$ cat src/rtl/rv_pkg.sv
// Shared RV32I issue-stage definitions: opcode constants, issue FSM states
// and the per-opcode register usage classes.
package rv_pkg;

  localparam logic [6:0] OP_LUI    = 7'b0110111;
  localparam logic [6:0] OP_AUIPC  = 7'b0010111;
  localparam logic [6:0] OP_JAL    = 7'b1101111;
  localparam logic [6:0] OP_JALR   = 7'b1100111;
  localparam logic [6:0] OP_BRANCH = 7'b1100011;
  localparam logic [6:0] OP_LOAD   = 7'b0000011;
  localparam logic [6:0] OP_STORE  = 7'b0100011;
  localparam logic [6:0] OP_OP_IMM = 7'b0010011;
  localparam logic [6:0] OP_OP     = 7'b0110011;

  typedef enum logic [1:0] {
    RUN        = 2'd0,
    STALL_RAW  = 2'd1,
    STALL_FULL = 2'd2
  } issue_state_e;

  // x0 writes are architecturally discarded, so they never occupy the scoreboard.
  function automatic logic writes_rd(input logic [6:0] opcode, input logic [4:0] rd);
    logic w;
    unique case (opcode)
      OP_LUI, OP_AUIPC, OP_JAL, OP_JALR, OP_LOAD, OP_OP_IMM, OP_OP: w = 1'b1;
      default:                                                     w = 1'b0;
    endcase
    return w & (rd != 5'd0);
  endfunction

  function automatic logic uses_rs1(input logic [6:0] opcode);
    logic u;
    unique case (opcode)
      OP_JALR, OP_BRANCH, OP_LOAD, OP_STORE, OP_OP_IMM, OP_OP: u = 1'b1;
      default:                                                u = 1'b0;
    endcase
    return u;
  endfunction

  function automatic logic uses_rs2(input logic [6:0] opcode);
    logic u;
    unique case (opcode)
      OP_BRANCH, OP_STORE, OP_OP: u = 1'b1;
      default:                    u = 1'b0;
    endcase
    return u;
  endfunction

endpackage

$ cat src/rtl/id_issue_ctrl_if.sv
// Decode-to-execute issue bus: ID instruction handshake, EX acceptance,
// flush redirect and retire notification.
interface id_issue_ctrl_if;
  logic       in_valid;
  logic       in_ready;
  logic [6:0] opcode;
  logic [4:0] rd;
  logic [4:0] rs1;
  logic [4:0] rs2;
  logic       out_valid;
  logic       out_ready;
  logic       flush;
  logic       retire_valid;
  logic       retire_we;
  logic [4:0] retire_rd;

  modport master (
    output in_valid, opcode, rd, rs1, rs2, out_ready, flush,
           retire_valid, retire_we, retire_rd,
    input  in_ready, out_valid
  );

  modport slave (
    input  in_valid, opcode, rd, rs1, rs2, out_ready, flush,
           retire_valid, retire_we, retire_rd,
    output in_ready, out_valid
  );
endinterface

$ cat src/rtl/rv_scoreboard.sv
// Pending-write scoreboard and in-flight counter for the issue stage,
// including the same-cycle retire bypass view used for hazard checks.
module rv_scoreboard #(
  parameter int unsigned MaxInflight  = 4,
  parameter bit          RetireBypass = 1'b1
) (
  input  logic        clk_i,
  input  logic        rst_ni,
  input  logic        fire_i,
  input  logic        set_i,
  input  logic [4:0]  set_rd_i,
  input  logic        retire_valid_i,
  input  logic        retire_we_i,
  input  logic [4:0]  retire_rd_i,
  output logic [31:0] busy_eff_o,
  output logic [31:0] busy_regs_o,
  output logic [3:0]  inflight_o,
  output logic        full_o
);

  logic [31:0] busy_q, busy_d, clr_mask, set_mask;
  logic [3:0]  inflight_q, inflight_d;

  always_comb begin
    clr_mask = '0;
    set_mask = '0;
    if (retire_valid_i && retire_we_i) clr_mask[retire_rd_i] = 1'b1;
    if (set_i)                         set_mask[set_rd_i]    = 1'b1;
    // Set applied after clear so a same-cycle reissue of the register keeps it busy.
    busy_d     = ((busy_q & ~clr_mask) | set_mask) & ~32'd1;
    busy_eff_o = RetireBypass ? (busy_q & ~clr_mask) : busy_q;

    inflight_d = inflight_q;
    if (fire_i && !retire_valid_i) begin
      inflight_d = inflight_q + 4'd1;
    end else if (!fire_i && retire_valid_i && (inflight_q != 4'd0)) begin
      inflight_d = inflight_q - 4'd1;
    end
    full_o = (inflight_q == 4'(MaxInflight)) && !retire_valid_i;
  end

  always_ff @(posedge clk_i or negedge rst_ni) begin
    if (!rst_ni) begin
      busy_q     <= '0;
      inflight_q <= '0;
    end else begin
      busy_q     <= busy_d;
      inflight_q <= inflight_d;
    end
  end

  assign busy_regs_o = busy_q;
  assign inflight_o  = inflight_q;

  a_retire_underflow: assert property (
    @(posedge clk_i) disable iff (!rst_ni) !(retire_valid_i && (inflight_q == 4'd0))
  );

endmodule

$ cat src/rtl/id_issue_ctrl.sv
// ID-to-EX issue controller: RAW / in-flight-limit stalls, flush drop,
// stall-state tracking and a saturating stall-cycle counter.
module id_issue_ctrl
  import rv_pkg::*;
#(
  parameter int unsigned MAX_INFLIGHT  = 4,
  parameter bit          RETIRE_BYPASS = 1'b1,
  parameter int unsigned CNT_W         = 32
) (
  input  logic              clk,
  input  logic              arst_n,
  id_issue_ctrl_if.slave    bus,
  output logic [31:0]       busy_regs,
  output logic [3:0]        inflight,
  output logic              stall,
  output logic [CNT_W-1:0]  stall_cycles
);

  logic [31:0]      busy_eff;
  logic             full, raw, issue_ok, live, out_valid_w, fire, set_busy;
  issue_state_e     state_q, state_d;
  logic [CNT_W-1:0] cnt_q, cnt_d;

  always_comb begin
    raw = (uses_rs1(bus.opcode) & busy_eff[bus.rs1]) |
          (uses_rs2(bus.opcode) & busy_eff[bus.rs2]);
    issue_ok    = ~raw & ~full;
    // Gating with arst_n keeps the handshake quiet while reset is asserted.
    live        = arst_n & bus.in_valid & ~bus.flush;
    out_valid_w = live & issue_ok;
    fire        = out_valid_w & bus.out_ready;
    set_busy    = fire & writes_rd(bus.opcode, bus.rd);
    stall       = live & ~issue_ok;
  end

  assign bus.out_valid = out_valid_w;
  assign bus.in_ready  = arst_n & bus.in_valid & (bus.flush | fire);

  rv_scoreboard #(
    .MaxInflight  (MAX_INFLIGHT),
    .RetireBypass (RETIRE_BYPASS)
  ) u_scoreboard (
    .clk_i          (clk),
    .rst_ni         (arst_n),
    .fire_i         (fire),
    .set_i          (set_busy),
    .set_rd_i       (bus.rd),
    .retire_valid_i (bus.retire_valid),
    .retire_we_i    (bus.retire_we),
    .retire_rd_i    (bus.retire_rd),
    .busy_eff_o     (busy_eff),
    .busy_regs_o    (busy_regs),
    .inflight_o     (inflight),
    .full_o         (full)
  );

  always_comb begin
    state_d = state_q;
    unique case (state_q)
      RUN: begin
        if (live && raw)       state_d = STALL_RAW;
        else if (live && full) state_d = STALL_FULL;
      end
      STALL_RAW, STALL_FULL: begin
        if (fire || bus.flush || !bus.in_valid) state_d = RUN;
        else if (raw)                           state_d = STALL_RAW;
        else if (full)                          state_d = STALL_FULL;
        else                                    state_d = RUN;
      end
      default: state_d = RUN;
    endcase

    cnt_d = cnt_q;
    if (stall && (cnt_q != '1)) cnt_d = cnt_q + 1'b1;
  end

  always_ff @(posedge clk or negedge arst_n) begin
    if (!arst_n) begin
      state_q <= RUN;
      cnt_q   <= '0;
    end else begin
      state_q <= state_d;
      cnt_q   <= cnt_d;
    end
  end

  assign stall_cycles = cnt_q;

endmodule
$ cat src/flat_wrapper.sv
// flat-port wrapper written by rule: the top's interface ports become plain ports
module id_issue_ctrl_flat import rv_pkg::*;
#(
  parameter int unsigned MAX_INFLIGHT  = 4,
  parameter bit          RETIRE_BYPASS = 1'b1,
  parameter int unsigned CNT_W         = 32
)
  (clk, arst_n, busy_regs, inflight, stall, stall_cycles, bus_in_valid, bus_opcode, bus_rd, bus_rs1, bus_rs2, bus_out_ready, bus_flush, bus_retire_valid, bus_retire_we, bus_retire_rd, bus_in_ready, bus_out_valid);
  id_issue_ctrl_if bus_i ();
  input  logic clk;
  input  logic arst_n;
  output logic [31:0] busy_regs;
  output logic [3:0] inflight;
  output logic stall;
  output logic [CNT_W-1:0] stall_cycles;
  input wire logic [$bits(bus_i.in_valid)-1:0] bus_in_valid;
  input wire logic [$bits(bus_i.opcode)-1:0] bus_opcode;
  input wire logic [$bits(bus_i.rd)-1:0] bus_rd;
  input wire logic [$bits(bus_i.rs1)-1:0] bus_rs1;
  input wire logic [$bits(bus_i.rs2)-1:0] bus_rs2;
  input wire logic [$bits(bus_i.out_ready)-1:0] bus_out_ready;
  input wire logic [$bits(bus_i.flush)-1:0] bus_flush;
  input wire logic [$bits(bus_i.retire_valid)-1:0] bus_retire_valid;
  input wire logic [$bits(bus_i.retire_we)-1:0] bus_retire_we;
  input wire logic [$bits(bus_i.retire_rd)-1:0] bus_retire_rd;
  output wire logic [$bits(bus_i.in_ready)-1:0] bus_in_ready;
  output wire logic [$bits(bus_i.out_valid)-1:0] bus_out_valid;
  assign bus_i.in_valid = bus_in_valid;
  assign bus_i.opcode = bus_opcode;
  assign bus_i.rd = bus_rd;
  assign bus_i.rs1 = bus_rs1;
  assign bus_i.rs2 = bus_rs2;
  assign bus_i.out_ready = bus_out_ready;
  assign bus_i.flush = bus_flush;
  assign bus_i.retire_valid = bus_retire_valid;
  assign bus_i.retire_we = bus_retire_we;
  assign bus_i.retire_rd = bus_retire_rd;
  assign bus_in_ready = bus_i.in_ready;
  assign bus_out_valid = bus_i.out_valid;
  id_issue_ctrl #(.MAX_INFLIGHT(MAX_INFLIGHT), .RETIRE_BYPASS(RETIRE_BYPASS), .CNT_W(CNT_W)) u_core (.clk(clk), .arst_n(arst_n), .bus(bus_i), .busy_regs(busy_regs), .inflight(inflight), .stall(stall), .stall_cycles(stall_cycles));
endmodule
$ cat config.mk
export PLATFORM = sky130hd
export DESIGN_NAME = id_issue_ctrl_flat
export DESIGN_NICKNAME = d
export VERILOG_FILES = /design/src/rtl/rv_pkg.sv /design/src/rtl/id_issue_ctrl_if.sv /design/src/rtl/rv_scoreboard.sv /design/src/rtl/id_issue_ctrl.sv /design/src/flat_wrapper.sv
export SDC_FILE = /design/constraint.sdc
export NUM_CORES = 1
export LEC_CHECK = 0
export ABC_AREA = 1
export CAP_MARGIN = 20
export CORE_ASPECT_RATIO = 1.1
export CORE_MARGIN = 2
export CORE_UTILIZATION = 26
export CTS_CLUSTER_DIAMETER = 60
export DETAILED_ROUTE_END_ITERATION = 8
export PLACE_DENSITY = 0.51
export RECOVER_POWER = 25
export SYNTH_ARGS = -nofsm -noshare
export SYNTH_HDL_FRONTEND = slang
export SYNTH_HIERARCHICAL = 1
export SYNTH_SLANG_ARGS = --single-unit
$ cat constraint.sdc
create_clock -name clk -period 2.37 [get_ports clk]
set_input_delay 0.474 -clock clk [delete_from_list [all_inputs] [get_ports clk]]
set_output_delay 0.474 -clock clk [all_outputs]
set_load 0.02 [all_outputs]
# == Yosys cells after proc, flatten, opt, wreduce, memory -nomap -nowiden ==
# Cells that the tools add are included.
# totals
inputBits,34
out_inout_bits,71
regBits,67
word_cells,74
# op_classes
add_sub_neg,3
n_bitwise,20
n_eq_ne,11
order_cmp,6
mux,15
n_reduce_logical,16
# ops
op,n
$mux W32,2
$add A32 B1 Y32 const B,1
$and A32 B32 Y32,1
$ne A32 B32 Y1 const B,1
$not A32 Y32,1
$or A32 B32 Y32,1
$lt A5 B6 Y1 const B,4
$eq A7 B6 Y1 const B,3
$eq A7 B7 Y1 const B,3
$eq A7 B5 Y1 const B,2
$and A1 B1 Y1,11
$bmux W1 S5,2
$demux W1 S5,2
$ge A5 B1 Y1 const B,2
$logic_and A1 B1 Y1,8
$mux W4,2
$eq A7 B2 Y1 const B,1
$mux W1,7
$reduce_or A7 Y1,1
$reduce_or A6 Y1,1
$reduce_bool A5 Y1,1
$add A4 B1 Y4 const B,1
$eq A4 B3 Y1 const B,1
$not A1 Y1,4
6 further kinds,8

# == Depth between registers and ports, before layout ==
# depth
depth_word,20
mapped_depth,24
mapped_depth_nobuf,24

# == Modules after synthesis ==
# Netlist, hierarchy kept.
# by_module_without_submodules
mod,instances,cells_each,area_per_inst_um2,seq_area_each_um2
id_issue_ctrl,1,491,3066.7,800.8
rv_scoreboard,1,219,1780.5,875.8

# == Worst setup path before layout ==
# No wires, ideal clock.
# synth_path
path_type,in2reg
startpoint,in bus_retire_rd[0]
endpoint,reg u_core.u_scoreboard.inflight_q[3] (netlist: u_core/u_scoreboard/inflight_o[3])
setup_time_ns,0.117
arrival_time_ns,2.718
path_buffers,0
t_required_ns,2.253
path_slack_ns,-0.465
cell_stages,22
cell_sequence,inv_1 -> nand3_4 -> o21ai_1 -> inv_1 -> nor2_1 -> nor2_1 -> o21ai_1 -> nand3_1 -> nand3_1 -> inv_1 -> nor2_1 -> nor2_1 -> nor2_1 -> nand3_1 -> inv_1 -> nand2_2 -> ha_1 -> or2_2 -> nand2_1 -> nand2_1 -> nand3_1 -> nand2_1
# synth_between
elab_chain_len,19
elab_cells_between_ends,25
classes_between,order compare (2); mux (8); bitwise (9); reduce/logical (6)
# synth_lines
item,line,rtl
start: declaration,flat_wrapper.sv:25,input wire logic [$bits(bus_i.retire_rd)-1:0] bus_retire_rd;
$lt A5 B6 Y1 (not written as such) or $ge A5 B1 Y1 (tied branches),rv_scoreboard.sv:27,if (retire_valid_i && retire_we_i) clr_mask[retire_rd_i] = 1'b1;
$logic_and A1 B1 Y1 (not written as such),rv_scoreboard.sv:27,
$mux W1 (not written as such),rv_scoreboard.sv:27,
$demux W1 S5 (*),rv_scoreboard.sv:27,
$mux W32 (*),rv_scoreboard.sv:27,
$not A32 Y32 (*),rv_scoreboard.sv:31,busy_eff_o = RetireBypass ? (busy_q & ~clr_mask) : busy_q;
$and A32 B32 Y32 (*),rv_scoreboard.sv:31,
net u_core.busy_eff[14],id_issue_ctrl.sv:19,logic [31:0] busy_eff;
(+4 left out),n/a,
$not A1 Y1 (*),id_issue_ctrl.sv:27,issue_ok = ~raw & ~full;
$and A1 B1 Y1 (*),id_issue_ctrl.sv:27,
$and A1 B1 Y1 (*),id_issue_ctrl.sv:30,out_valid_w = live & issue_ok;
$and A1 B1 Y1 (*),id_issue_ctrl.sv:31,fire = out_valid_w & bus.out_ready;
net u_core.fire,id_issue_ctrl.sv:20,"logic full, raw, issue_ok, live, out_valid_w, fire, set_busy;"
$logic_not A1 Y1,rv_scoreboard.sv:36,end else if (!fire_i && retire_valid_i && (inflight_q != 4'd0)) begin
$logic_and A1 B1 Y1 (2 in a row),rv_scoreboard.sv:36,
$reduce_bool A2 Y1 (no source line),n/a,
end signal: assignment,rv_scoreboard.sv:48,inflight_q <= inflight_d;
end: declaration,rv_scoreboard.sv:22,"logic [3:0] inflight_q, inflight_d;"
# The timed path passes the listed nets; every way through them passes the cells marked *. The select of a mux whose other input is x is not followed.
# A chain may end at the register's enable or synchronous reset.

# == Worst setup path after layout ==
# layout_path
startpoint,in bus_retire_rd[0]
endpoint,out bus_in_ready
# layout_between
elab_chain_len,17
elab_cells_between_ends,21
classes_between,order compare (2); mux (7); bitwise (11); reduce/logical (1)
# layout_lines
item,line,rtl
$lt A5 B6 Y1 (not written as such) or $ge A5 B1 Y1 (tied branches),rv_scoreboard.sv:27,
$logic_and A1 B1 Y1 (not written as such),rv_scoreboard.sv:27,
$mux W1 (not written as such),rv_scoreboard.sv:27,
$demux W1 S5 (*),rv_scoreboard.sv:27,
$mux W32 (*),rv_scoreboard.sv:27,
$not A32 Y32 (*),rv_scoreboard.sv:31,
$and A32 B32 Y32 (*),rv_scoreboard.sv:31,
net u_core.busy_eff[4],id_issue_ctrl.sv:19,
(+2 left out),n/a,
"$and A1 B1 Y1, on equally long branches","id_issue_ctrl.sv:25, id_issue_ctrl.sv:26",
$or A1 B1 Y1 (*),id_issue_ctrl.sv:25,raw = (uses_rs1(bus.opcode) & busy_eff[bus.rs1]) |
$not A1 Y1 (*),id_issue_ctrl.sv:27,
$and A1 B1 Y1 (*),id_issue_ctrl.sv:27,
$and A1 B1 Y1 (*),id_issue_ctrl.sv:30,
$and A1 B1 Y1 (*),id_issue_ctrl.sv:31,
$or A1 B1 Y1 (*),id_issue_ctrl.sv:37,assign bus.in_ready = arst_n & bus.in_valid & (bus.flush | fire);
$and A1 B1 Y1 (*),id_issue_ctrl.sv:37,
end: declaration,flat_wrapper.sv:26,output wire logic [$bits(bus_i.in_ready)-1:0] bus_in_ready;
# Marked as above.

==> flow_metrics.tcl <==
set metrics [dict create \
    wl_met2_um 9450 \
    ctsHoldBuffers 0 \
    grt.overflow.total 0 \
    clkLatencyLatePin_ps 340 \
    area_delta_synth_final_pct 65.3 \
    ys.flop_type "dfrtp_1" \
    drv_cap 1 \
    slew_viol_final 68 \
    cp_max_fo 7 \
    power_per_cell_area_mw_per_mm2 503 \
    cts_tree "yes" \
    die_area_mm2 0.0198 \
    clockBufferDepth 2 \
    hold_viol 0 \
    cp_cell_sequence "buf_8 -> clkinvlp_4 -> nand3_4 -> o21ai_1 -> inv_1 -> o211ai_1 -> nand3_1 -> nand3_2 -> nand2_1 -> nor2_1 -> nor2_1 -> nor2_2 -> nand3_2 -> a21oi_2 -> buf_6" \
    cts_root_buffer "clkbuf_16" \
    core-area_mm2 0.0183 \
    worst_slack_ps -448 \
    p_leak_uw 0.00377 \
    netlist_instances 710 \
    die_y_um 147 \
    post_synth_num_cell_types 38 \
    crit_buf_inv 4 \
    final_nets 956 \
    grt_pass1_wl_um 29400 \
    status "finished with violations" \
    min_path_type "flop to flop" \
    finalSetupViolations 70 \
    dp_cells 1128 \
    rsz0062_at_grt "true" \
    final_cells 1166 \
    grt_pass1_vias 5539 \
    drc 0 \
    fin_worst_skew_ps 12.7 \
    ys_ff_latch 67 \
    async_flop_share_pct 100 \
    start_util_pct 26.4 \
    crit_slowest_cell "o21ai_1" \
    clk_transition_reported_paths_ps 50 \
    end_kind "primary output" \
    gp_congestion 0.918 \
    antennaDiodeCount 0 \
    avgSynthCellArea_um2 6.83 \
    clock.fmax_ghz 0.355 \
    post_drt_wl_per_cell_um 15.9 \
    synth_area_mm2 0.00485 \
    worstSetupStartpointType "primary input" \
    whs_ps 517 \
    dp_slack_ps -1470 \
    portBuffers 103 \
    grt.total_usage_pct 18.9 \
    die_x_um 134 \
    cts_buffers 9 \
    wl_met3_um 1000 \
    synth_edf_count 0 \
    antenna_found_initial 0 \
    routed_via_density 4.85 \
    drive_gt1_share_pct 29.3 \
    totalWireLength_um 18600 \
    fin_crit_sh_pct 119 \
    worstMarginPinSlew_ps 1730 \
    met1_length_um 7700 \
    violations "capacitance limit, slew limit, setup timing" \
    first_pass_iters 4 \
    slew_headroom_pct -15.5 \
    n_fill_cell 1890 \
    final_antenna_net_count 0 \
    htree_levels 3 \
    post-route-min-period_ps 2820 \
    crit_arrival_ps 2340 \
    cts.sinks 67 \
    highest_layer "met4" \
    path_class "primary input to primary output" \
    yosys_warnings 6 \
    peakVddDrop_mv 0.281 \
    slowest_delay_ps 270 \
    setup_tns_ps -16500 \
    num_vias 5650 \
    worstPathRequired_ps 1900 \
    final_design_area_no_fill_mm2 0.00801 \
    seq_area_frac_synth_pct 34.6 \
    drt_iter0_drc 359 \
    placed_area_mm2 0.00685 \
    io_pins 105 \
    grt_max_degree 68 \
    hpwl_um 13300 \
    crit_family "simple AND/OR/NAND/NOR gates" \
    row_count 52 \
]
==> cells in the mapped netlist (all sizes together) (3+ instances only) <==
library cell	n	area share (%)
o22ai	8	1.0
nor2	74	5.8
xnor2	9	1.6
xor2	19	3.4
nand4	40	5.5
o211ai	3	0.46
nor3	12	1.3
ha	3	0.77
clkbuf	3	0.23
inv	84	6.6
nor4	9	1.6
nand3	98	11
o21ai	56	5.8
a21oi	3	0.31
nand2	193	15
buf	22	3.5
dfrtp	67	35
==> repair_timing <==
item,in CTS,in global routing
pin swaps,28,62
cloned,3,1
resized for setup,149,91
buffers inserted,12,9
endpoints found under the setup margin,70,70
==> stage by stage <==
stage | utilization [%] | total power (µW)
CTS | 41.3 | 3990
global placement | 37.3 | 2490
floorplan | - | 1920
detailed placement | 37.3 | 2490
finish | 43.7 | 4030
global route | 43.7 | 4240
==> cell usage in the layout, fill, tap and decap left out, drive strengths merged <==
| cell type | Yosys | routed |
|---|---|---|
| clkdlybuf4s50 | 0 | 90 |
| o221ai | 1 | 1 |
| dfrtp | 67 | 67 |
| ha | 3 | 3 |
| or2 | 1 | 1 |
| o22ai | 8 | 8 |
| conb | 1 | 2 |
| o31ai | 1 | 1 |
| or3 | 1 | 1 |
| buf | 22 | 125 |
| clkbuf | 3 | 13 |
| clkinv | 0 | 3 |
| bufinv | 0 | 1 |
| bufbuf | 0 | 1 |
| xor2 | 19 | 19 |
| dlygate4sd2 | 0 | 2 |
| clkinvlp | 0 | 3 |
| nor3 | 12 | 12 |
| xnor2 | 9 | 9 |
| nand2 | 193 | 193 |
| nand4 | 40 | 40 |
| fa | 1 | 1 |
| inv | 84 | 83 |
| o211ai | 3 | 3 |
| nand3b | 1 | 1 |
| nand3 | 98 | 98 |
| nor4 | 9 | 9 |
| o21ai | 56 | 56 |
| nor2 | 74 | 74 |
| a21oi | 3 | 3 |
==> layout make-up <==
type	count	area [µm²]	area share [%]
Multi-Input combinational cell	535	3210	40.0
Inverter	84	345	4.31
Sequential cell	67	1680	20.9
Clock buffer	10	229	2.86
Clock inverter	6	65.1	0.812
Tap cell	243	304	3.79
Timing Repair Buffer	221	2180	27.3
==> flip-flops by register name, summed over array words and instances (netlist names) <==
signal	count
u_core/stall_cycles	32
u_core/u_scoreboard/busy_regs_o	31
u_core/u_scoreboard/inflight_o	4
==> routing by layer <==
layer | track usage (%) | up-vias
li1 | - | 2778
met1 | 23.3 | 2656
met4 | 6.68 | 0
met2 | 32.9 | 183
met3 | 3.73 | 33
met5 | 0 | -
==> worst reg2reg max path, delay by kind of cell (launching register included) <==
kind                       cells  cell delay, ps
and+or+nand+nor               13            1120
DFF                            1             380
AOI/OAI and AO/OA              2             360
buffers and inverters          3             320
adders and majority gates      1             240
==> worst paths after layout <==
kind | from | slack, ps | endpoint | cells past startpoint
setup reg to reg | u_core/u_scoreboard/busy_regs_o[4] | -140 | u_core/u_scoreboard/inflight_o[3] | 19
setup / recovery | bus_retire_rd[0] | -450 | bus_in_ready | 15
hold / removal | u_core/u_scoreboard/busy_regs_o[16] | 520 | u_core/u_scoreboard/busy_regs_o[16] | 2
min in group asynchronous | arst_n | 830 | u_core/u_scoreboard/busy_regs_o[28] | 2
hold reg to reg | u_core/u_scoreboard/busy_regs_o[16] | 520 | u_core/u_scoreboard/busy_regs_o[16] | 2
max in group asynchronous | arst_n | 500 | u_core/stall_cycles[13] | 2
==> power breakdown <==
| group | switching (µW) | leakage (µW) | total, µW | internal, µW |
|---|---|---|---|---|
| clock | 540 | 0.000143 | 1360 | 817 |
| combinational | 732 | 0.00273 | 1410 | 675 |
| sequential | 42.6 | 0.000901 | 1270 | 1220 |
==> logic make-up (layout without fill, tap and decap cells) <==
group,count (synthesis),in the layout,share of synthesized area [%]
compound gates,72,72,7.92
xor+xnor,28,28,5.06
fa+ha+maj,4,4,1.19
buf+inv,109,321,10.3
flops,67,67,34.6
other cells,1,2,0.0774
simple gates,429,429,40.9
No activity file was read; power rests on OpenSTA's default activity.
